**config.mk**
```make
export PLATFORM = sky130hd
export DESIGN_NAME = instr_fetch
export DESIGN_NICKNAME = d
export VERILOG_FILES = /design/src/rtl/cpu_pkg.sv /design/src/rtl/instr_fetch_obuf.sv /design/src/rtl/instr_fetch.sv
export SDC_FILE = /design/constraint.sdc
export NUM_CORES = 1
export LEC_CHECK = 0
export BUFFER_PORTS_ARGS = -buffer_cell sky130_fd_sc_hd__buf_2
export CORE_MARGIN = 2
export CORE_UTILIZATION = 50
export DETAILED_ROUTE_END_ITERATION = 8
export PLACE_DENSITY = 0.73
export SLEW_MARGIN = 15
export SYNTH_ARGS = -nofsm -noshare
export SYNTH_HDL_FRONTEND = slang
export SYNTH_HIERARCHICAL = 1
export SYNTH_SLANG_ARGS = --single-unit
```
**constraint.sdc**
```tcl
create_clock -name clk -period 2.7 [get_ports clk]
set_input_delay 0.135 -clock clk [delete_from_list [all_inputs] [get_ports clk]]
set_output_delay 0.135 -clock clk [all_outputs]
set_load 0.02 [all_outputs]
```
**src/rtl/cpu_pkg.sv**
```systemverilog
// Shared CPU front-end definitions: opcode/funct constants, instruction field
// layout and the fetch FSM state type.
package cpu_pkg;

  localparam logic [5:0] OP_RTYPE = 6'b000000;
  localparam logic [5:0] OP_ALT   = 6'b111111;

  localparam logic [5:0] FN_ADD = 6'b100000;
  localparam logic [5:0] FN_SUB = 6'b100010;
  localparam logic [5:0] FN_AND = 6'b100100;
  localparam logic [5:0] FN_OR  = 6'b100101;

  localparam int unsigned OPC_HI   = 31;
  localparam int unsigned OPC_LO   = 26;
  localparam int unsigned RS_HI    = 25;
  localparam int unsigned RS_LO    = 21;
  localparam int unsigned RT_HI    = 20;
  localparam int unsigned RT_LO    = 16;
  localparam int unsigned RD_HI    = 15;
  localparam int unsigned RD_LO    = 11;
  localparam int unsigned SHAMT_HI = 10;
  localparam int unsigned SHAMT_LO = 6;
  localparam int unsigned FUNCT_HI = 5;
  localparam int unsigned FUNCT_LO = 0;
  localparam int unsigned IMM_HI   = 15;
  localparam int unsigned IMM_LO   = 0;

  localparam int unsigned PC_STEP = 4;

  typedef enum logic [1:0] {
    ST_IDLE,
    ST_REQ,
    ST_HOLD,
    ST_DRAIN
  } fetch_state_t;

  typedef struct packed {
    logic [5:0]  opcode;
    logic [4:0]  rs;
    logic [4:0]  rt;
    logic [4:0]  rd;
    logic [4:0]  shamt;
    logic [5:0]  funct;
    logic [15:0] imm;
  } instr_fields_t;

  function automatic instr_fields_t split_instr(input logic [31:0] w);
    instr_fields_t f;
    f.opcode = w[OPC_HI:OPC_LO];
    f.rs     = w[RS_HI:RS_LO];
    f.rt     = w[RT_HI:RT_LO];
    f.rd     = w[RD_HI:RD_LO];
    f.shamt  = w[SHAMT_HI:SHAMT_LO];
    f.funct  = w[FUNCT_HI:FUNCT_LO];
    f.imm    = w[IMM_HI:IMM_LO];
    return f;
  endfunction

endpackage

```
**src/rtl/instr_fetch_obuf.sv**
```systemverilog
// Two-entry head+skid output buffer between instruction fetch and decode.
// The head register drives decode directly; the skid absorbs one word of backpressure.
module fetch_obuf
  import cpu_pkg::*;
#(
  parameter int unsigned ADDR_W = 32
) (
  input  logic              clk,
  input  logic              rst_n,
  input  logic              flush,
  input  logic              in_valid,
  input  logic [31:0]       in_word,
  input  logic [ADDR_W-1:0] in_pc,
  input  logic              out_ready,
  output logic              out_valid,
  output logic [31:0]       out_word,
  output logic [ADDR_W-1:0] out_pc,
  output logic              skid_full
);

  logic [31:0]       skid_word;
  logic [ADDR_W-1:0] skid_pc;
  logic              pop;

  assign pop = out_valid && out_ready;

  always_ff @(posedge clk or negedge rst_n) begin
    if (!rst_n) begin
      out_valid <= 1'b0;
      out_word  <= '0;
      out_pc    <= '0;
      skid_full <= 1'b0;
      skid_word <= '0;
      skid_pc   <= '0;
    end else if (flush) begin
      out_valid <= 1'b0;
      skid_full <= 1'b0;
    end else if (!out_valid || pop) begin
      if (skid_full) begin
        // Skid is older than any incoming word, so it always moves up first.
        out_valid <= 1'b1;
        out_word  <= skid_word;
        out_pc    <= skid_pc;
        skid_full <= in_valid;
        if (in_valid) begin
          skid_word <= in_word;
          skid_pc   <= in_pc;
        end
      end else begin
        out_valid <= in_valid;
        if (in_valid) begin
          out_word <= in_word;
          out_pc   <= in_pc;
        end
      end
    end else if (in_valid) begin
      skid_full <= 1'b1;
      skid_word <= in_word;
      skid_pc   <= in_pc;
    end
  end

endmodule

```
**src/rtl/instr_fetch.sv**
```systemverilog
// Instruction fetch stage: PC and fetch FSM driving an imem req/ack port, with
// decoded MIPS fields presented to decode through a two-entry output buffer.
module instr_fetch
  import cpu_pkg::*;
#(
  parameter int unsigned       ADDR_W   = 32,
  parameter logic [ADDR_W-1:0] RESET_PC = '0
) (
  input  logic              clk,
  input  logic              rst_n,
  output logic              imem_req,
  output logic [ADDR_W-1:0] imem_addr,
  input  logic              imem_ack,
  input  logic [31:0]       imem_rdata,
  input  logic              redirect_valid,
  input  logic [ADDR_W-1:0] redirect_pc,
  output logic              dec_valid,
  input  logic              dec_ready,
  output logic [ADDR_W-1:0] dec_pc,
  output logic [5:0]        opcode,
  output logic [4:0]        rs,
  output logic [4:0]        rt,
  output logic [4:0]        rd,
  output logic [4:0]        shamt,
  output logic [5:0]        funct,
  output logic [15:0]       imm
);

  fetch_state_t      state;
  logic [ADDR_W-1:0] pc;
  logic [ADDR_W-1:0] target;
  logic              accept;
  logic              head_pop;
  logic              skid_full;
  logic [31:0]       head_word;
  instr_fields_t     fields;

  assign head_pop  = dec_valid && dec_ready;
  assign accept    = (state == ST_REQ) && imem_ack && !redirect_valid;
  assign imem_addr = pc;

  always_ff @(posedge clk or negedge rst_n) begin
    if (!rst_n) begin
      state    <= ST_IDLE;
      pc       <= RESET_PC;
      target   <= '0;
      imem_req <= 1'b0;
    end else begin
      case (state)
        ST_IDLE: begin
          state    <= ST_REQ;
          imem_req <= 1'b1;
          if (redirect_valid) pc <= redirect_pc;
        end
        ST_REQ: begin
          if (redirect_valid) begin
            if (imem_ack) begin
              pc <= redirect_pc;
            end else begin
              target <= redirect_pc;
              state  <= ST_DRAIN;
            end
          end else if (imem_ack) begin
            pc <= pc + ADDR_W'(PC_STEP);
            // Word lands in skid exactly when the head is held this cycle.
            if (dec_valid && !dec_ready) begin
              state    <= ST_HOLD;
              imem_req <= 1'b0;
            end
          end
        end
        ST_HOLD: begin
          if (redirect_valid) begin
            pc       <= redirect_pc;
            state    <= ST_REQ;
            imem_req <= 1'b1;
          end else if (!skid_full || head_pop) begin
            state    <= ST_REQ;
            imem_req <= 1'b1;
          end
        end
        ST_DRAIN: begin
          if (imem_ack) begin
            pc    <= redirect_valid ? redirect_pc : target;
            state <= ST_REQ;
          end else if (redirect_valid) begin
            target <= redirect_pc;
          end
        end
        default: begin
          state    <= ST_IDLE;
          imem_req <= 1'b0;
        end
      endcase
    end
  end

  fetch_obuf #(
    .ADDR_W(ADDR_W)
  ) u_obuf (
    .clk       (clk),
    .rst_n     (rst_n),
    .flush     (redirect_valid),
    .in_valid  (accept),
    .in_word   (imem_rdata),
    .in_pc     (pc),
    .out_ready (dec_ready),
    .out_valid (dec_valid),
    .out_word  (head_word),
    .out_pc    (dec_pc),
    .skid_full (skid_full)
  );

  assign fields = split_instr(head_word);
  assign opcode = fields.opcode;
  assign rs     = fields.rs;
  assign rt     = fields.rt;
  assign rd     = fields.rd;
  assign shamt  = fields.shamt;
  assign funct  = fields.funct;
  assign imm    = fields.imm;

endmodule

```
# Word level (Yosys, flattened, before mapping)
# Cells that the tools add are included.
# totals
regBits	197
in_bits	69
word_cells	93
# classes
add_sub_neg	1
n_eq_ne	16
n_mux	42
bitwise_logic	1
reduce_logical	23
# op_table
operator	n
$mux W32	19
$pmux W32 S3	1
$pmux W32 S2	1
$add A32 B3 Y32 const B	1
$mux W2	7
$mux W1	12
$ne A2 B2 Y1 const B	6
$reduce_and A5 Y1	2
$ne A3 B3 Y1 const B	3
$pmux W2 S4	1
$ne A2 B1 Y1 const B	3
$reduce_and A3 Y1	2
$reduce_bool A2 Y1	3
$reduce_bool A3 Y1	2
$eq A2 B2 Y1 const B	2
$logic_and A1 B1 Y1	4
$logic_not A1 Y1	4
$reduce_and A4 Y1	1
$ne A3 B2 Y1 const B	1
$pmux W1 S3	1
$eq A2 B1 Y1 const B	1
$logic_not A2 Y1	1
$logic_or A1 B1 Y1	2
$reduce_and A2 Y1	1
2 further kinds	2

# Longest topological paths before layout
# Gate-level depths: netlist (run 1).
# logic_depth
word_depth	6
depth_mapped	8
ltp_nobuf	6

# By module
# Netlist (run 1), hierarchy kept.
# modules_own_cells
mod	instances	cells_each	area_per_inst_um2
fetch_obuf	1	352	5637.9
instr_fetch	1	419	3910.0

# Least setup slack after synthesis (run 1)
# Ideal clock, no wire load.
# synth_timing
kind	register to register
from	register state[0]
to	register u_obuf.out_pc[31]
setup_time_ns	0.125
t_arrival_ns	2.157
required_ns	2.575
path_slack_ns	0.419
stages_incl_launch_ff	9
path_buffers	2
period_less_slack_ns	2.281
cell_sequence	dfrtp_1 -> nor2b_1 -> nand2b_1 -> clkbuf_1 -> nor2_1 -> nor2_1 -> nor3_4 -> buf_6 -> mux2_2
# synth_via
elab_chain_len	5
# synth_lines
item	line	text
start, declared	instr_fetch.sv:29	fetch_state_t state;
start signal, assigned	instr_fetch.sv:44	state <= ST_IDLE;
start signal, assigned	instr_fetch.sv:51	state <= ST_REQ;
start signal, assigned	instr_fetch.sv:61	state <= ST_DRAIN;
$eq A2 B1 Y1	instr_fetch.sv:39	assign accept = (state == ST_REQ) && imem_ack && !redirect_valid;
$logic_and A1 B1 Y1 (2 in a row)	instr_fetch.sv:39	
via accept	instr_fetch.sv:32	logic accept;
$reduce_bool A2 Y1 (no line)	n/a	
$reduce_and A3 Y1 (no line)	n/a	
end signal, assigned	instr_fetch_obuf.sv:43	out_pc <= skid_pc;
end signal, assigned	instr_fetch_obuf.sv:53	out_pc <= in_pc;
end, declared	instr_fetch_obuf.sv:17	output logic [ADDR_W-1:0] out_pc,
# The timed path passes the listed nets, and every way through them passes these cells.
# A chain may end at the register's enable or synchronous reset.

# Final worst setup path (run 1)
# layout_timing
from	register state[0]
to	register u_obuf.skid_pc[14]
# layout_via
elab_chain_len	6
# layout_lines
item	line	text
$eq A2 B1 Y1 *	instr_fetch.sv:39	
$logic_and A1 B1 Y1 * (2 in a row)	instr_fetch.sv:39	
via accept	instr_fetch.sv:32	
$mux W32 *	n/a	
$mux W32	n/a	
$mux W32 *	n/a	
end signal, assigned	instr_fetch_obuf.sv:47	skid_pc <= in_pc;
end signal, assigned	instr_fetch_obuf.sv:59	skid_pc <= in_pc;
end, declared	instr_fetch_obuf.sv:22	logic [ADDR_W-1:0] skid_pc;
# Mark *: on every way through the listed nets, which the timed path passes. The rest lies on a longest branch. The select of a mux whose other input is x is not followed.

==> flow_results.org, run 1 <==
** Status
- The flow ran to the end, and the final reports show no timing, DRC or antenna violations.

** Detailed routing
- After detailed routing, the total wire length is 22.2 mm.
- The detailed router finished its first iteration with 432 violations.
- Via density per instance :: 5.64
- For this run, design rule violations remaining after detail routing come to 0.
- The first detailed-routing pass ran for 4 iterations.
- Dividing the detail-routed wire length by the instance count gives 17.9 um.
- The detailed router placed 6983 vias in this run.
- The detail route stage leaves a number of antenna-violating nets equal to 0.

** Worst hold path
- The min-delay analysis places its worst path in the category primary input to register.
- The worst hold path begins at redirect_pc[30].

** Final layout
- At the end of the flow the core is filled with cells to 0.632.
- After the flow finishes, the layout carries non-filler instances totaling 1238.
- The repair_antennas step left the layout with diodes totalling 0.
- The multi-input combinational cells in the finished layout cover a total of 4170 um2.
- Post-Layout Inst Area :: 11800 um2
- Final layout net count :: 1061
- Summing all flip-flop and latch instances after layout gives 4930 um2.
- Post-synthesis to final-layout area growth :: 23.8%
- Of the cells placed in the final design, the portion with a size suffix greater than 1 is 0.464.
- Counting the fill cells in the layout gives 1476.

** Die
- The die is 142 um wide.
- The initial utilization of the core area, before any placement, comes to 0.510.
- Y dimension of the die :: 142 um
- The floorplan step defined a die boundary enclosing 20200 um2.
- Area of the core region :: 18700 um2
- 183 I/O pins were placed.
- Core Rows :: 50

** GRT
- The first global-routing pass estimated 36.0 mm of wire.
- Number of global-route vias before repair :: 6992
- After global routing the overflow that remains totals 0.
- Across every metal layer, demand over resource in global routing totals 0.225.
- Entering global routing, the biggest net connects 81 pins.
- The number of antenna violations at the first check in global routing was 0.

** Setup path
- In this run the register-to-register setup slack is 0.45 ns.
- Of all nets on the critical path, the largest fanout is 23.
- The worst register-to-register path begins at state[0].
- Type of destination of the critical path :: register
- For this run, the slowest stage of the critical path takes 0.55 ns.
- Tracing the worst setup path back leads to its startpoint at state[0].
- Top cell by count, worst path :: nor2b_1
- STA puts the critical path data required time at 3.00 ns.
- On the critical path, the stage with the largest delay is an instance of dfrtp_1.
- Cells along the critical path :: nor2b_1 > nand2b_1 > nor2_1 > nor2b_1 > o21ai_4 > buf_12 > mux2_2
- Worst Path Arrival :: 2.56 ns
- The worst setup path is of the register to register kind.
- The worst setup path is launched from a register.

** CTS
- In this run, CTS created clock tree buffers numbering 17.
- CTS placed an instance of clkbuf_16 at the clock tree root.
- Post-CTS setup-driven buffer insertion count :: 0
- At the later pin of the worst-skew pair, clock insertion delay measures 0.43 ns.
- After clock tree synthesis, the repair step resized 0 gates.
- TritonCTS built the clock tree.
- Counting along the longest clock path gives a buffer depth of 2.
- The clock drives 197 sinks.
- H-tree lvl count :: 4
- After clock tree synthesis, the flow added hold-fix buffers numbering 63.
- After clock tree synthesis, the clock-pin slew on the worst setup and hold paths is 0.07 ns.

** Synth
- Mapped Cells :: 771
- mux2_2 is the most common cell in the netlist.
- Of the post-synthesis cell area, the dominant cell type holds 0.516.
- For this run, the number of Yosys warnings is 6.
- Dividing the synthesized area by the synthesized cell count gives 12.4 um2.
- Post-synthesis async set-or-reset flop share :: 1.00
- For this run, the leading register cell type out of synthesis is dfrtp_1.
- Cell type contributing the most total cell area after synthesis :: dfrtp_1
- Post-synth EDFFs :: 0
- Most common library cells after synthesis :: 219 x mux2_2, 197 x dfrtp_1, 57 x nand2_1
- The netlist uses 64 different library cells.
- The mapped netlist covers 9550 um2.
- Register bit total from synthesis :: 197
- Total nets after synthesis :: 841
- Ranked by total cell area, the synthesized netlist is headed by dfrtp_1 52%, mux2_2 26%, nand2_1 2.2%.
- For this run, the register share of the synthesized area comes to 0.516.

** Placement
- HPWL after detailed placement :: 14.6 mm
- Buffers placed on the I/O ports in this run total 182.
- Including well taps, the total number of placed cells is 1143.
- Global placement routability congestion :: 0.861
- Instance area at placement :: 10600 um2

** STA
- Setup total negative slack on the finished layout was measured at 0 ns.
- Slew at the pin closest to its max-slew limit :: 0.889 ns
- Max Clk Rate :: 444 MHz
- Setup repair after global routing left no endpoint under its margin.
- Across the routed clock network, the largest skew measured is 0.0120 ns.
- In this run the tightest slew margin relative to its limit is 0.405.
- The total count of max-transition violations in the final report came to 0.
- Dividing the final minimum period by the clock period gives 0.835.
- The final-report hold violation count was 0.
- Setup violations remaining at the end of the flow were counted as 0.
- Clock period minus final worst setup slack :: 2.25 ns

** Power and ir drop
- Static power due to leakage :: 5.51 nW
- In this run the power density over the cells is 1040 nW/um2.
- VDD sags by at most 0.535 mV.

** Job
- Max-cap violations :: 0
==> metal layers <==
layer  track usage  vias up  part of all wire
li1              -     3249                 -
met1         0.295     3473              0.43
met2         0.377      225              0.49
met3        0.0424       36             0.054
met4        0.0800        0             0.025
met5             0        -                 0
==> power breakdown <==
group,internal [W],switching [W],total [W]
sequential,0.00402,0.000970,0.00499
combinational,0.00201,0.00259,0.00460
clock,0.00158,0.00111,0.00270
total,0.00761,0.00467,0.0123
==> logic make-up (layout without fill, tap and decap cells) <==
logic type                 count (synthesis)  count (layout)  share of synthesized area
DFF                                      197             197                      0.516
AOI/OAI and AO/OA                        121             121                     0.0830
muxes                                    222             222                      0.262
adders and majority gates                  1               1                    0.00131
and+or+nand+nor                          152             152                     0.0862
buffers and inverters                     74             307                     0.0478
xor gates and xnor gates                   4               4                    0.00367
==> through the flow <==
stage	power [W]	setup WS [ns]	hold slack (ns)
floorplan	0.00803	0.419	-0.161
global placement	0.00945	0.512	0.219
detailed placement	0.00958	0.441	0.217
CTS	0.0124	0.435	0.0145
global route	0.0130	0.297	0.0475
finish	0.0123	0.446	0.0323
==> worst max-delay path: cells and delay by family (launching register included) <==
kind            cells  cell delay [ns]
simple gates        4             0.74
flops               1             0.55
mux                 1             0.28
compound gates      1             0.27
buf+inv             1             0.27
==> sequential cells by signal (all words and copies together) (netlist names) <==
signal,count
u_obuf/out_pc,32
u_obuf/skid_word,32
imem_addr,32
target,32
u_obuf/out_word,32
u_obuf/skid_pc,32
u_obuf/out_valid,1
imem_req,1
u_obuf/skid_full,1
state,2
==> cell type report <==
class / count / share of cell area
Tap cell: 234 / 0.0248
Clock buffer: 21 / 0.0381
Multi-Input combinational cell: 500 / 0.353
Timing Repair Buffer: 266 / 0.150
Inverter: 9 / 0.00286
Clock inverter: 11 / 0.0146
Sequential cell: 197 / 0.417
==> cells in the final DEF (no fill, tap or decap), types with 11 or more instances in the layout <==
master,n
buf_2,181
nand2_1,57
nand4_1,11
nor2_1,24
o21ai_0,34
dfrtp_1,196
buf_4,16
a21oi_1,21
clkbuf_16,17
dlygate4sd3_1,63
and3_1,14
mux2_2,219
nand3_1,11
==> worst paths after layout <==
check,endpoint,depth (start not counted)
min in group asynchronous,u_obuf/out_pc[2],2
min reg2reg,target[22],2
max reg2reg,u_obuf/skid_pc[14],7
max,u_obuf/skid_pc[14],7
min,target[30],3
max in group asynchronous,u_obuf/out_word[28],3
No activity file was read; power rests on OpenSTA's default activity.
==> run 2: changes to the inputs <==
==> constraint.sdc (replaced) <==
create_clock -name clk -period 2.1 [get_ports clk]
set_input_delay 0.105 -clock clk [delete_from_list [all_inputs] [get_ports clk]]
set_output_delay 0.105 -clock clk [all_outputs]
set_load 0.02 [all_outputs]
==> run 2 against run 1 <==
Non-clock buffer count is 39 higher. First-iteration DRC count is 19% higher. Clock power grew 26%. Critical endpoint is now u_obuf/skid_word[7]. Largest cell class unchanged.
==> flow_results.org, run 2 (synthesis results as in run 1) <==
** Status
- Outcome :: finished, final reports clean

** GRT
- Pin count of the biggest net entering global routing :: 71 (-12%)
- Met3 Use GR :: 0.0495 (+0.00707)
- Initial antenna violation count :: 0 (unchanged)
- The total track usage came to 0.236 (+0.0104).
- The via count of the first global-routing pass is 7129 (+2.0%).
- The met2 routing resource usage after global routing was 0.390 (+0.0127).
- In this run the most used layer during global routing was met2.
- The leftover overflow at the end of global routing is 0 (unchanged).
- GR Util met1 :: 0.304 (+0.00869)
- First-pass GRT wire length :: 37.2 mm (+3.2%)

** Detailed routing
- Via count :: 7185 (+2.9%)
- The routed wire length came to 23.5 mm (+5.9%).
- The number of detailed-routing iterations run before antenna repair is 5 (+1).
- WL/cell :: 18.4 um (+2.7%)
- The number of vias per cell after detailed routing is 5.63 (-0.25%).
- The initial detailed-routing violation count came to 514 (+19%).
- The final antenna-violating net count was 0 (unchanged).
- Remaining routing DRC violations :: 0 (unchanged)

** CTS
- The H-tree depth reported by CTS was 4 (unchanged).
- Clock tree root driver cell :: clkbuf_16
- Clock sink total :: 197 (unchanged)
- The clock transition time at the flip-flop clock pins of the worst setup and hold paths came to 0.07 ns (about the same).
- Clock tree from TritonCTS :: built
- Source-to-sink clock delay at the later pin of the worst-skew pair :: 0.44 ns (about the same)
- The buffers inserted during post-CTS setup optimization was 0 (unchanged).
- The clock buffer count from CTS came to 17 (unchanged).
- Max Root-Sink Buffers :: 2 (unchanged)

** STA
- The total count of max-transition violations in the final report was 0 (unchanged).
- Derived from the worst setup path, the maximum achievable clock frequency is 499 MHz.
- Period utilization :: 0.953
- The final-report hold violation count is 0 (unchanged).
- Clock period minus final worst setup slack :: 2.00 ns
- The final sum of negative setup slack came to 0 ns (unchanged).
- Remaining max-slew budget at the tightest pin :: 0.618 (+0.213)
- The final worst clock skew came to 0.0144 ns (+0.00245 ns).
- Slew at the pin closest to its max-slew limit :: 0.572 ns (-0.316 ns)
- The final setup violation count was 0 (unchanged).
- RSZ-0062 raised after global routing :: false

** Die
- The vertical die dimension was 142 um (unchanged).
- IO Pins :: 183 (unchanged)
- The horizontal die dimension was 142 um (unchanged).
- Area of the die :: 20200 um2 (unchanged)
- The standard cell core area is 18700 um2 (unchanged).
- The initial cell density of the core came to 0.510 (unchanged).
- The placement row count was 50 (unchanged).

** Placement
- Global placement routability congestion :: 0.865 (+0.39%)
- The half-perimeter wire length after placement is 15.6 mm (+6.5%).
- The count of buffers inserted at the top-level ports is 182 (unchanged).

** Final layout
- Most used cells in the layout excluding fill and tap cells :: 219 x mux2_2, 196 x dfrtp_1, 180 x buf_2
- The final core utilization came to 0.652 (+0.0198).
- Share of cells above drive strength 1 :: 0.486 (+0.0220)
- Final layout net count :: 1100 (+3.7%)
- Filler Cell Count :: 1420 (-3.8%)
- Relative to the synthesized area, the layout overhead comes to 27.7%.
- Antenna cell count :: 0 (unchanged)
- Most common cell after layout, fill and taps aside :: mux2_2

** Job
- Max-cap violations :: 0 (unchanged)

** Setup path
- Required arrival time at the worst endpoint :: 2.42 ns (-0.58 ns)
- Worst setup path category :: primary input to register
- Crit Path Max Fanout :: 32 (+39%)
- Worst Path Arrival :: 2.32 ns (-0.24 ns)
- Critical path launch point type :: primary input
- The worst setup path is captured at a register.

** Worst hold path
- In this run the worst hold path is classified as primary input to register.

** Power and ir drop
- Static power due to leakage :: 5.73 nW (+4.1%)
- Peak VDD IR :: 0.764 mV (+43%)
- The ratio of total power to cell area is 1330 nW/um2 (+28%).
[run 2: cell types whose count changed in the layout (fill, tap and decap cells not counted), moves of 2 or more]
| cell | previous run | this run |
|---|---|---|
| buf_12 | 5 | 8 |
| buf_4 | 16 | 47 |
| bufinv_16 | 4 | 1 |
| clkbuf_1 | 3 | 0 |
| clkinv_2 | 2 | 0 |
| clkinv_8 | 0 | 3 |
| dlygate4sd3_1 | 63 | 66 |
| inv_6 | 2 | 5 |
| inv_8 | 0 | 4 |
[run 2: metal layers]
metal / vias up / wire, um
li1: 3328 / -
met1: 3582 / 10100
met2: 233 / 11500
met3: 42 / 1270
met4: 0 / 660
met5: - / 0
[run 2: path summary, 6_finish.rpt]
kind	end	cells past startpoint	slack [ns]	from
setup / recovery	u_obuf/skid_word[7]	10	0.1	redirect_valid
hold / removal	state[0]	3	0.04	imem_ack
setup reg to reg	u_obuf/skid_pc[17]	8	0.1	state[0]
hold reg to reg	u_obuf/out_word[17]	1	0.49	u_obuf/out_word[17]
max in group asynchronous	imem_addr[21]	3	1.12	rst_n
min in group asynchronous	u_obuf/out_pc[12]	2	0.19	rst_n
[run 2: critical path: stages]
cell           delay (ns)
dlygate4sd3_1        0.52
clkbuf_4             0.22
inv_2                0.09
o21a_1               0.23
nor2_4               0.12
buf_4                0.14
nor2b_1              0.22
o21ai_4              0.12
clkbuf_16            0.23
mux2_2               0.31
[run 2: report_power, final]
| part | internal [W] | switching, W |
|---|---|---|
| Combinational | 0.00288 | 0.00372 |
| Sequential | 0.00517 | 0.00102 |
| Clock | 0.00175 | 0.00164 |
[run 2: cell type report]
class / count / area [um2] / area share
Timing Repair Buffer: 305 / 2140 / 0.175
Tap cell: 234 / 293 / 0.0240
Multi-Input combinational cell: 500 / 4180 / 0.343
Clock buffer: 18 / 439 / 0.0360
Clock inverter: 14 / 176 / 0.0145
Sequential cell: 197 / 4930 / 0.404
Inverter: 9 / 33.8 / 0.00277
[run 2: per-stage QoR]
stage / worst slack (ns) / power [W] / cell area (um2) / hold WS, ns / std cells
after detailed placement: 0.0702 / 0.0127 / 10900 / 0.123 / 1178
after global routing: 0.000178 / 0.0171 / 12200 / 0.0844 / 1277
final: 0.0977 / 0.0162 / 12200 / 0.0449 / 1277
after global placement: 0.117 / 0.0126 / 10900 / 0.118 / 1178
after floorplan: 0.00978 / 0.0103 / 9570 / -0.191 / 771
after CTS: 0.0563 / 0.0163 / 12200 / 0.0368 / 1276
[run 2: what timing repair did]
action                     in CTS  in global routing
gates resized for setup         0                  4
hold endpoints to repair      126                  0
hold buffers                   66                  0
setup endpoints to repair       0                 99
==> run 3: changes to the inputs <==
--- a/config.mk
+++ b/config.mk
@@ -10,8 +10,8 @@
 export CORE_UTILIZATION = 50
 export DETAILED_ROUTE_END_ITERATION = 8
 export PLACE_DENSITY = 0.73
+export SKIP_CTS_REPAIR_TIMING = 1
 export SLEW_MARGIN = 15
 export SYNTH_ARGS = -nofsm -noshare
 export SYNTH_HDL_FRONTEND = slang
-export SYNTH_HIERARCHICAL = 1
 export SYNTH_SLANG_ARGS = --single-unit
==> run 3 against run 2 <==
Synthesized area decreased by 2.6%. Design area is 4.0% lower. Combinational power shrank 51%. Non-clock buffer count down 22. Critical path depth decreased by 5. Register-to-register slack better by 0.08 ns. Sequential share of layout area increased by 1.7 points. Critical path type is now register to register. Largest cell class unchanged.
==> flow_results.org, run 3 <==
** Final layout
- Most used cells in the layout excluding fill and tap cells :: 195 x dfrtp_1, 181 x buf_2, 97 x a21oi_1
- The share of cells above drive strength 1 is 0.327 (-0.159).
- The layout filler cell count came to 1424 (+0.28%).
- Antenna cell count :: 0 (unchanged)
- The final net count was 1150 (+4.5%).
- From synthesis to final layout, the design area changed by 25.9%.
- The final non-filler cell area was 11700 um2 (-4.0%).
- Most common cell after layout, fill and taps aside :: dfrtp_1

** Die
- The vertical die dimension is 140 um (-1.3%).
- Core Rows :: 49 (-2.0%)
- The standard cell core area is 18100 um2 (-3.3%).
- The number of I/O pins was 183 (unchanged).
- Initial Util :: 0.514 (+0.00371)
- Area of the die :: 19700 um2 (-2.5%)
- Chip width :: 140 um (-1.3%)

** Setup path
- STA classifies the critical path startpoint as a register.
- The data arrival time of the worst path came to 2.28 ns (-0.04 ns).
- Endpoint of the worst register-to-register path :: imem_addr[29]
- The worst endpoint required time was 2.46 ns (+0.04 ns).
- The slack of the worst reg-to-reg path is 0.18 ns (+0.08 ns).
- Worst setup path start :: imem_addr[8]
- Type of destination of the critical path :: register
- Startpoint of the worst register-to-register path :: imem_addr[8]
- Cells on worst reg2reg path :: 5 (-3)
- The maximum net fanout on the critical path came to 11 (-66%).
- By startpoint and endpoint, the worst setup path is classified as register to register.
- Capture point of the worst path :: imem_addr[29]

** Power and ir drop
- Peak VDD IR :: 0.604 mV (-21%)
- Combinational group share of total power :: 0.271 (-0.137)
- The power spent charging and discharging nets came to 0.00394 W (-38%).
- The total internal power was 0.00794 W (-19%).
- The sequential group share of total power came to 0.455 (+0.072).
- The total power was 0.0119 W (-27%).
- The clock group share of total power is 0.274 (+0.064).
- The fraction of power spent switching nets came to 0.332 (-0.0626).
- The leakage power was 5.15 nW (-10%).
- The ratio of total power to cell area came to 1010 nW/um2 (-24%).

** Detailed routing
- Remaining routing DRC violations :: 0 (unchanged)
- First drt pass iteration count :: 5 (unchanged)
- Violation count after the first detailed-route iteration :: 444 (-14%)
- Aggregate routed wire length :: 22.6 mm (-3.9%)
- Antenna-violating nets left :: 0 (unchanged)
- The number of vias per cell after detailed routing came to 5.54 (-1.5%).
- WL/cell :: 17.1 um (-7.2%)
- The overall via count from detail_route was 7330 (+2.0%).

** Synth
- Among all flip-flop cells after synthesis, the most frequent one is dfrtp_1.
- Cell type contributing the most total cell area after synthesis :: dfrtp_1
- Post-synth EDFFs :: 0 (unchanged)
- Cell Area, Synth :: 9300 um2 (-2.6%)
- Register bit total from synthesis :: 197 (unchanged)
- The net count after synthesis came to 926 (+10%).
- Ranking of synthesized cells by area :: dfrtp_1 53%, mux2_2 11%, mux2i_1 7.0%
- By instance count, the leading cell after synthesis is dfrtp_1.
- The share of the yosys chip area belonging to registers came to 0.530 (+0.0138).
- Synth unique cells :: 61 (-4.7%)
- Post-synthesis async set-or-reset flop share :: 1.00 (unchanged)
- The fraction of post-synthesis cell area in the top cell type by area was 0.530 (+0.0138).
- Counting instances in the post-synthesis netlist gives the leading cell types as 197 x dfrtp_1, 97 x a21oi_1, 92 x nor2_1.
- The average instance area after synthesis was 10.9 um2 (-12%).
- The count of warnings emitted by yosys was 0 (-6).
- Mapped Cells :: 856 (+11%)

** GRT
- Remaining Overflow, GRT :: 0 (unchanged)
- Pin count of the biggest net entering global routing :: 67 (-5.6%)
- The number of antenna violations at the first check in global routing came to 0 (unchanged).
- The first-pass GRT wire length is 35.2 mm (-5.3%).
- The via count of the first global-routing pass was 6750 (-5.3%).
- The total track usage was 0.224 (-0.0114).

** STA
- The transition at the pin with the smallest max-transition slack is 0.758 ns (+0.186 ns).
- Final clock skew :: 0.0101 ns (-0.00430 ns)
- Total negative setup slack :: 0 ns (unchanged)
- RSZ-0062 raised after global routing :: false
- Slew Viols, Final :: 0 (unchanged)
- Final hold violations :: 0 (unchanged)
- The max-slew headroom at the worst pin is 0.482 (-0.137).
- Period utilization :: 0.917 (-0.0369)
- Number of setup violations in the final report :: 0 (unchanged)
- The minimum period implied by the final worst setup slack came to 1.92 ns (-0.0775 ns).
- The maximum clock frequency came to 520 MHz (+4.0%).

** CTS
- The clock latency at the later pin of the worst-skew pair is 0.43 ns (about the same).
- The clock buffer count from CTS was 17 (unchanged).
- Clock sink total :: 197 (unchanged)
- H-tree lvl count :: 4 (unchanged)
- Clock tree from TritonCTS :: built
- The largest buffer count on any clock path came to 2 (unchanged).
- The clock transition time at the flip-flop clock pins of the worst setup and hold paths was 0.07 ns (about the same).
- The tree is rooted in a clkbuf_16.

** Placement
- The final weighted congestion in routability-driven placement is 0.867 (+0.25%).
- The cell area reported after detailed placement was 10500 um2 (-4.0%).
- HPWL after detailed placement :: 14.5 mm (-6.6%)
- The count of buffers inserted at the top-level ports came to 182 (unchanged).

** Status
- Outcome :: finished, final reports clean

** Worst hold path
- In this run the worst hold path is classified as primary input to register.
- Number of instances on the worst hold path :: 2 (-1)

** Job
- Max-cap violations :: 0 (unchanged)
==> run 3: layer usage <==
layer  global-route usage  part of all wire  wire [um]
met2                0.347              0.47      10700
met3               0.0434             0.068       1520
met1                0.323              0.45      10000
met4               0.0680             0.014        323
met5                    0                 0          0
==> run 3: power groups by stage <==
stage / Clock (W) / Combinational, W / Sequential, W
after detailed placement: 0 / 0.00312 / 0.00547
after CTS: 0.00332 / 0.00313 / 0.00539
final: 0.00325 / 0.00322 / 0.00540
after floorplan: 0 / 0.00161 / 0.00588
after global routing: 0.00347 / 0.00352 / 0.00553
after global placement: 0 / 0.00306 / 0.00542
==> run 3: cell families after synthesis <==
family / share of synthesized area
AO/OA/AOI/OAI: 0.126
XOR/XNOR: 0.000942
adder cells (fa/ha/maj): 0.00135
buffers and inverters: 0.0511
flip-flops: 0.530
multiplexers: 0.180
AND/OR/NAND/NOR: 0.110
==> run 3: critical path, cell delays in order, from the launching register on <==
cell	delay, ns
dfrtp_1	0.56
nand4_1	0.23
nor4_4	0.38
nand2_2	0.12
or4_1	0.41
a21oi_1	0.15
==> run 3: layout make-up <==
type / instances / area (um2) / share of cell area
sequential: 197 / 4930 / 0.422
multi-input combinational: 569 / 3910 / 0.334
timing repair buffer: 283 / 1940 / 0.166
clock buffer: 21 / 460 / 0.0393
tap: 229 / 287 / 0.0245
clock inverter: 11 / 126 / 0.0108
inverter: 12 / 45.0 / 0.00385
==> run 3: worst min path at each step <==
stage | end | startpoint | slack, ns
3_5_place_dp | target[27] | rst_n | 0.09
4_1_cts | imem_addr[19] | rst_n | -0.37
3_3_place_gp | imem_addr[19] | rst_n | 0.10
5_1_grt | state[0] | dec_ready | 0.09
2_1_floorplan | imem_addr[0] | rst_n | -0.19
6_report | u_obuf.skid_full | redirect_valid | 0.06
==> run 3: metrics by stage <==
stage	worst slack, ns	util	hold WS (ns)	cells
final	0.175	0.647	0.0562	1322
after global routing	0.0742	0.647	0.0934	1322
after CTS	0.138	0.611	-0.367	1257
after detailed placement	0.158	0.578	0.0947	1225
after global placement	0.205	0.578	0.101	1225
after floorplan	0.119	-	-0.191	856
